--- src/rtl/move_rate_gen_if.sv ---
// Control/status bundle for the movement-rate generator.
// Latency: none, plain wires between the game controller and the generator.
// Backpressure: none, every pulse is accepted on the edge it is presented.
//
// Signals:
//   enable       global run; low freezes the frame divider
//   ch_enable    per-channel run
//   ch_restart   per-channel pulse, restart that channel's frame count
//   speed_up     per-channel pulse, shorten that channel's period by one frame
//   period_load  per-channel pulse, load period_in into that channel's period
//   period_in    shared period value for period_load
//   frame_tick   one-cycle registered pulse per frame
//   step         one-cycle registered movement pulse per channel
//   ch_period    current periods, channel i at [i*PER_W +: PER_W]
interface move_rate_gen_if #(
    parameter int N_CH  = 4,
    parameter int PER_W = 5
);
    logic                    enable;
    logic [N_CH-1:0]         ch_enable;
    logic [N_CH-1:0]         ch_restart;
    logic [N_CH-1:0]         speed_up;
    logic [N_CH-1:0]         period_load;
    logic [PER_W-1:0]        period_in;
    logic                    frame_tick;
    logic [N_CH-1:0]         step;
    logic [N_CH*PER_W-1:0]   ch_period;

    // Controller side: drives the controls, observes the pulses and periods.
    modport master (
        output enable, ch_enable, ch_restart, speed_up, period_load, period_in,
        input  frame_tick, step, ch_period
    );

    // Generator side.
    modport slave (
        input  enable, ch_enable, ch_restart, speed_up, period_load, period_in,
        output frame_tick, step, ch_period
    );
endinterface

--- src/rtl/move_rate_gen.sv ---
// Multi-channel movement-rate generator: frame divider plus per-channel step dividers.
// Latency: frame_tick registered on the reload edge; step one cycle after frame_tick.
// Backpressure: none, all control pulses take effect on the edge they are sampled.
//
// Ports:
//   clock   system clock, all state on its rising edge
//   resetb  synchronous active-high reset, priority over everything else
//   bus     move_rate_gen_if.slave: controls in, frame_tick/step/ch_period out
module move_rate_gen #(
    parameter int FRAME_DIV   = 833333,
    parameter int FDIV_W      = 20,
    parameter int N_CH        = 4,
    parameter int PER_W       = 5,
    parameter int INIT_PERIOD = 15,
    parameter int MIN_PERIOD  = 1
) (
    input  logic             clock,
    input  logic             resetb,
    move_rate_gen_if.slave   bus
);

    localparam logic [FDIV_W-1:0] FDIV_RELOAD = FDIV_W'(FRAME_DIV - 1);
    localparam logic [PER_W-1:0]  P_INIT      = PER_W'(INIT_PERIOD);
    localparam logic [PER_W-1:0]  P_MIN       = PER_W'(MIN_PERIOD);

    // ---------------------------------------------------------------
    // Frame divider: counts down, ticks on the edge that reloads.
    // ---------------------------------------------------------------
    logic [FDIV_W-1:0] r_fcnt;
    logic              r_frame_tick;

    always_ff @(posedge clock) begin
        if (resetb) begin
            r_fcnt       <= FDIV_RELOAD;
            r_frame_tick <= 1'b0;
        end else if (bus.enable) begin
            if (r_fcnt == '0) begin
                r_fcnt       <= FDIV_RELOAD;
                r_frame_tick <= 1'b1;
            end else begin
                r_fcnt       <= r_fcnt - 1'b1;
                r_frame_tick <= 1'b0;
            end
        end else begin
            r_frame_tick <= 1'b0;
        end
    end

    // ---------------------------------------------------------------
    // Per-channel period and frame count.
    // The channels consume the registered frame_tick, which is what puts
    // step exactly one cycle behind frame_tick.
    // ---------------------------------------------------------------
    logic [PER_W-1:0] r_period [N_CH];
    logic [PER_W-1:0] r_cnt    [N_CH];
    logic [N_CH-1:0]  r_step;

    logic [PER_W-1:0] w_new_period [N_CH];
    logic [PER_W-1:0] w_next_cnt   [N_CH];
    logic [N_CH-1:0]  w_next_step;

    always_comb begin
        w_next_step = '0;
        for (int i = 0; i < N_CH; i++) begin
            w_new_period[i] = r_period[i];
            w_next_cnt[i]   = r_cnt[i];

            // Load beats speed_up; both saturate at the minimum period.
            if (bus.period_load[i]) begin
                w_new_period[i] = (bus.period_in < P_MIN) ? P_MIN : bus.period_in;
            end else if (bus.speed_up[i]) begin
                w_new_period[i] = (r_period[i] > P_MIN) ? (r_period[i] - 1'b1) : P_MIN;
            end

            if (bus.ch_restart[i]) begin
                // Restart suppresses a coincident step.
                w_next_cnt[i] = w_new_period[i] - 1'b1;
            end else if (r_frame_tick && bus.ch_enable[i]) begin
                if (r_cnt[i] == '0) begin
                    // Reload from the period that was in force for this cycle.
                    w_next_cnt[i]  = r_period[i] - 1'b1;
                    w_next_step[i] = 1'b1;
                end else begin
                    w_next_cnt[i] = r_cnt[i] - 1'b1;
                end
            end else if (r_cnt[i] > (w_new_period[i] - 1'b1)) begin
                // A shortened period pulls an outstanding count into range.
                w_next_cnt[i] = w_new_period[i] - 1'b1;
            end
        end
    end

    always_ff @(posedge clock) begin
        if (resetb) begin
            for (int i = 0; i < N_CH; i++) begin
                r_period[i] <= P_INIT;
                r_cnt[i]    <= P_INIT - 1'b1;
            end
            r_step <= '0;
        end else begin
            for (int i = 0; i < N_CH; i++) begin
                r_period[i] <= w_new_period[i];
                r_cnt[i]    <= w_next_cnt[i];
            end
            r_step <= w_next_step;
        end
    end

    // ---------------------------------------------------------------
    // Outputs, all straight from registers.
    // ---------------------------------------------------------------
    assign bus.frame_tick = r_frame_tick;
    assign bus.step       = r_step;

    for (genvar g = 0; g < N_CH; g++) begin : g_per
        assign bus.ch_period[g*PER_W +: PER_W] = r_period[g];
    end

endmodule
--- src/flat_wrapper.sv ---
// flat-port wrapper written by rule: the top's interface ports become plain ports
module move_rate_gen_flat 
#(
    parameter int FRAME_DIV   = 833333,
    parameter int FDIV_W      = 20,
    parameter int N_CH        = 4,
    parameter int PER_W       = 5,
    parameter int INIT_PERIOD = 15,
    parameter int MIN_PERIOD  = 1
)
  (clock, resetb, bus_enable, bus_ch_enable, bus_ch_restart, bus_speed_up, bus_period_load, bus_period_in, bus_frame_tick, bus_step, bus_ch_period);
  move_rate_gen_if #(.N_CH(N_CH), .PER_W(PER_W)) bus_i ();
  input  logic clock;
  input  logic resetb;
  input wire logic [$bits(bus_i.enable)-1:0] bus_enable;
  input wire logic [$bits(bus_i.ch_enable)-1:0] bus_ch_enable;
  input wire logic [$bits(bus_i.ch_restart)-1:0] bus_ch_restart;
  input wire logic [$bits(bus_i.speed_up)-1:0] bus_speed_up;
  input wire logic [$bits(bus_i.period_load)-1:0] bus_period_load;
  input wire logic [$bits(bus_i.period_in)-1:0] bus_period_in;
  output wire logic [$bits(bus_i.frame_tick)-1:0] bus_frame_tick;
  output wire logic [$bits(bus_i.step)-1:0] bus_step;
  output wire logic [$bits(bus_i.ch_period)-1:0] bus_ch_period;
  assign bus_i.enable = bus_enable;
  assign bus_i.ch_enable = bus_ch_enable;
  assign bus_i.ch_restart = bus_ch_restart;
  assign bus_i.speed_up = bus_speed_up;
  assign bus_i.period_load = bus_period_load;
  assign bus_i.period_in = bus_period_in;
  assign bus_frame_tick = bus_i.frame_tick;
  assign bus_step = bus_i.step;
  assign bus_ch_period = bus_i.ch_period;
  move_rate_gen #(.FRAME_DIV(FRAME_DIV), .FDIV_W(FDIV_W), .N_CH(N_CH), .PER_W(PER_W), .INIT_PERIOD(INIT_PERIOD), .MIN_PERIOD(MIN_PERIOD)) u_core (.clock(clock), .resetb(resetb), .bus(bus_i));
endmodule
--- config.mk ---
export PLATFORM = sky130hd
export DESIGN_NAME = move_rate_gen_flat
export DESIGN_NICKNAME = d
export VERILOG_FILES = /design/src/rtl/move_rate_gen_if.sv /design/src/rtl/move_rate_gen.sv /design/src/flat_wrapper.sv
export SDC_FILE = /design/constraint.sdc
export NUM_CORES = 1
export LEC_CHECK = 0
export CORE_MARGIN = 2
export CORE_UTILIZATION = 45
export CTS_BUF_LIST = sky130_fd_sc_hd__clkbuf_8
export DETAILED_ROUTE_END_ITERATION = 7
export GPL_ROUTABILITY_DRIVEN = 0
export GPL_TIMING_DRIVEN = 1
export HOLD_SLACK_MARGIN = 0.15
export PLACE_DENSITY = 0.69
export SYNTH_ARGS = -nofsm -noshare
export SYNTH_HDL_FRONTEND = slang
export SYNTH_SLANG_ARGS = --single-unit
--- constraint.sdc ---
create_clock -name clock -period 8.7 [get_ports clock]
set_input_delay 1.74 -clock clock [delete_from_list [all_inputs] [get_ports clock]]
set_output_delay 1.74 -clock clock [all_outputs]
set_load 0.02 [all_outputs]
==> impl_metrics.tcl <==
set metrics [dict create \
    post-cts-setup-buffers 0 \
    setup-tns-final_ns 0 \
    nets 651 \
    clock_latency_ns 0.35 \
    antenna_found_initial 0 \
    endpoint_kind "register" \
    avgSynthCellArea_um2 8.20 \
    cp_max_fo 6 \
    start_util_pct 46.2 \
    final-instance-count-excl-fill 727 \
    async_reset_ff_share_pct 0 \
    num_rows 36 \
    routed_wl_um 10900 \
    cts_inserted_buffers 9 \
    drv_cap 0 \
    dr.first_iter.drc_count 155 \
    num-fill-cells 939 \
    die_h_um 104 \
    drv_slew 0 \
    power_density_nw_per_um2 173 \
    start_kind "input pin" \
    postRouteAntennaNets 0 \
    num_vias 4119 \
    min_path_type "reg -> reg" \
    clk_pin_slew_ns 0.07 \
    dr.pass1.iters 4 \
    synth_warnings 0 \
    drive_gt1_share_pct 5.72 \
    area_growth_pct 17.9 \
    gr-total-overflow 0 \
    arrival_ns 5.35 \
    fmax_mhz 197 \
    dp_slack_ns 3.31 \
    drcViolationCount 0 \
    ys_types 63 \
    wl_per_cell_um 15.0 \
    die_area_um2 10800 \
    htreeDepth 3 \
    cts-root-buf "clkbuf_8" \
    ys_ff_latch 65 \
    rsz0062_at_grt "no" \
    worstMarginPinSlew_ns 1.22 \
    skew_ns 0.00507 \
    setup_viol 0 \
    cts_sinks 65 \
    cts.repair.resized 0 \
    io_buffers 48 \
    final_hold_viol_count 0 \
    ir_drop_mv 0.0881 \
    dp_hpwl_um 8130 \
    synth_edf_count 0 \
    pin_count 49 \
    gr-usage-all-layers_pct 20.4 \
    yosysSeqAreaShare_pct 28.9 \
    grt_first_pass_wirelength_um 18200 \
    core_area_um2 9730 \
    slew_headroom_pct 17.7 \
    p_total_w 0.000917 \
    cts_tree "built" \
    min_period_ns 5.07 \
    dp.cells 713 \
    synth.net_count 609 \
    setup_slack_ns 3.63 \
    die_w_um 104 \
    leakage_nw 2.05 \
    finalCritPeriodShare_pct 58.3 \
    viasPerCell 5.67 \
    status "complete, no violations" \
    required_ns 8.98 \
    antenna_cells 0 \
    grt_pass1_vias 3942 \
    syn_area_um2 4500 \
    max-clock-path-buffers 2 \
    synthCells 549 \
    ctsHoldBuffers 0 \
    synthFlopType "dfxtp_1" \
    grt_start_max_net_pins 31 \
    worst-setup-path-type "in -> reg" \
]
worst max-delay path, cell delays in order:
cell	delay, ns
clkdlybuf4s50_1	0.50
nor4_1	0.55
o21ai_0	0.26
nand2_1	0.13
inv_1	0.09
ha_1	0.23
a31oi_1	0.20
nor2_1	0.08
ha_1	0.30
nand4_1	0.14
or2_2	0.31
o221ai_1	0.45
o311ai_0	0.25
o21ai_0	0.11
layout by cell type (no fill, tap or decap), types with 15 or more instances in the layout:
cell type        synthesis  routed
nor3_1                  27      27
clkdlybuf4s50_1          0      48
nor2_1                  45      45
xnor2_1                 30      30
o21ai_0                 15      15
xor2_1                  18      18
a21oi_1                 21      21
dfxtp_1                 65      65
inv_1                   32      32
nand2_1                 58      58
ha_1                    36      36
metrics by stage:
step | area [µm²] | utilization [%] | hold slack [ns]
6_report | 5310 | 54.5 | 0.502
5_1_grt | 5310 | 54.5 | 0.545
4_1_cts | 5310 | 54.5 | 0.503
3_5_place_dp | 5090 | 52.3 | 0.482
3_3_place_gp | 5090 | 52.3 | 0.474
2_1_floorplan | 4500 | - | 0.459
state kept, by name, summed over array words and instances (netlist names):
name and cells:
u_core.r_period 20, u_core.r_fcnt 20, u_core.bus.step 4, u_core.bus.frame_tick 1, u_core.r_cnt 20
Yosys cell counts (3+ instances only):
cell       count  area share (%)
a2111oi_0      4            0.78
a211o_1        4            0.78
a211oi_1       8             1.3
a21boi_0       3            0.50
a21o_1         7             1.2
a21oi_1       21             2.3
a311oi_1       4            0.78
a31oi_1       11             1.5
and2_1         5            0.70
clkbuf_1      19             1.6
dfxtp_1       65              29
ha_1          36              10
inv_1         32             2.7
mux2i_1        8             1.8
nand2_1       58             4.8
nand2b_1       9             1.3
nand3_1        6            0.67
nand3b_1       6             1.0
nand4_1        4            0.56
nor2_1        45             3.8
nor2b_1       11             1.5
nor3_1        27             3.0
nor3b_1        9             1.5
nor4_1         5            0.70
nor4b_1        4            0.78
o2111ai_1      3            0.58
o211ai_1       6             1.0
o21ai_0       15             1.7
o21bai_1       4            0.67
o221ai_1       3            0.58
o22ai_1        5            0.70
o31a_1         4            0.78
o31ai_1        7             1.2
or2_2          6            0.83
xnor2_1       30             5.8
xor2_1        18             3.5
kinds of logic (layout without fill, tap and decap cells):
logic type / after synthesis / after routing / synth area share, %
multiplexers: 8 / 8 / 1.78
XOR/XNOR: 48 / 48 / 9.34
flip-flops: 65 / 65 / 28.9
AND/OR/NAND/NOR: 214 / 214 / 25.7
buffers and inverters: 51 / 96 / 4.25
AO/OA/AOI/OAI: 127 / 127 / 20.0
adder cells (fa/ha/maj): 36 / 36 / 10.0
layout make-up:
cell class	count	area (µm²)	share of cell area [%]
multi-input combinational	433	3010	56.7
inverter	32	120	2.26
tap	133	166	3.14
timing repair buffer	50	495	9.34
clock buffer	11	151	2.85
sequential	65	1300	24.5
clock inverter	3	65.1	1.23
metal layers:
metal | vias to the layer above | track usage [%] | wire [µm]
met5 | - | 0 | 0
met4 | 0 | 9.85 | 290
li1 | 2073 | - | -
met3 | 25 | 3.51 | 409
met2 | 81 | 35.7 | 5350
met1 | 1940 | 24.0 | 4830
power breakdown:
| part | total, W | switching [W] | internal, W |
|---|---|---|---|
| combinational | 0.000266 | 0.000141 | 0.000125 |
| sequential | 0.000362 | 0.0000381 | 0.000324 |
| clock | 0.000289 | 0.000116 | 0.000173 |
| total | 0.000917 | 0.000295 | 0.000622 |
path summary, 6_finish.rpt:
path,depth (start not counted),from,slack [ns],endpoint
setup / recovery,14,bus_period_in[3],3.63,u_core.r_cnt[2][4]
hold / removal,2,u_core.r_fcnt[19],0.50,u_core.r_fcnt[19]
setup reg to reg,15,u_core.r_period[0][16],4.95,u_core.r_cnt[3][2]
hold reg to reg,2,u_core.r_fcnt[19],0.50,u_core.r_fcnt[19]
(Power assumes the default switching activity.)
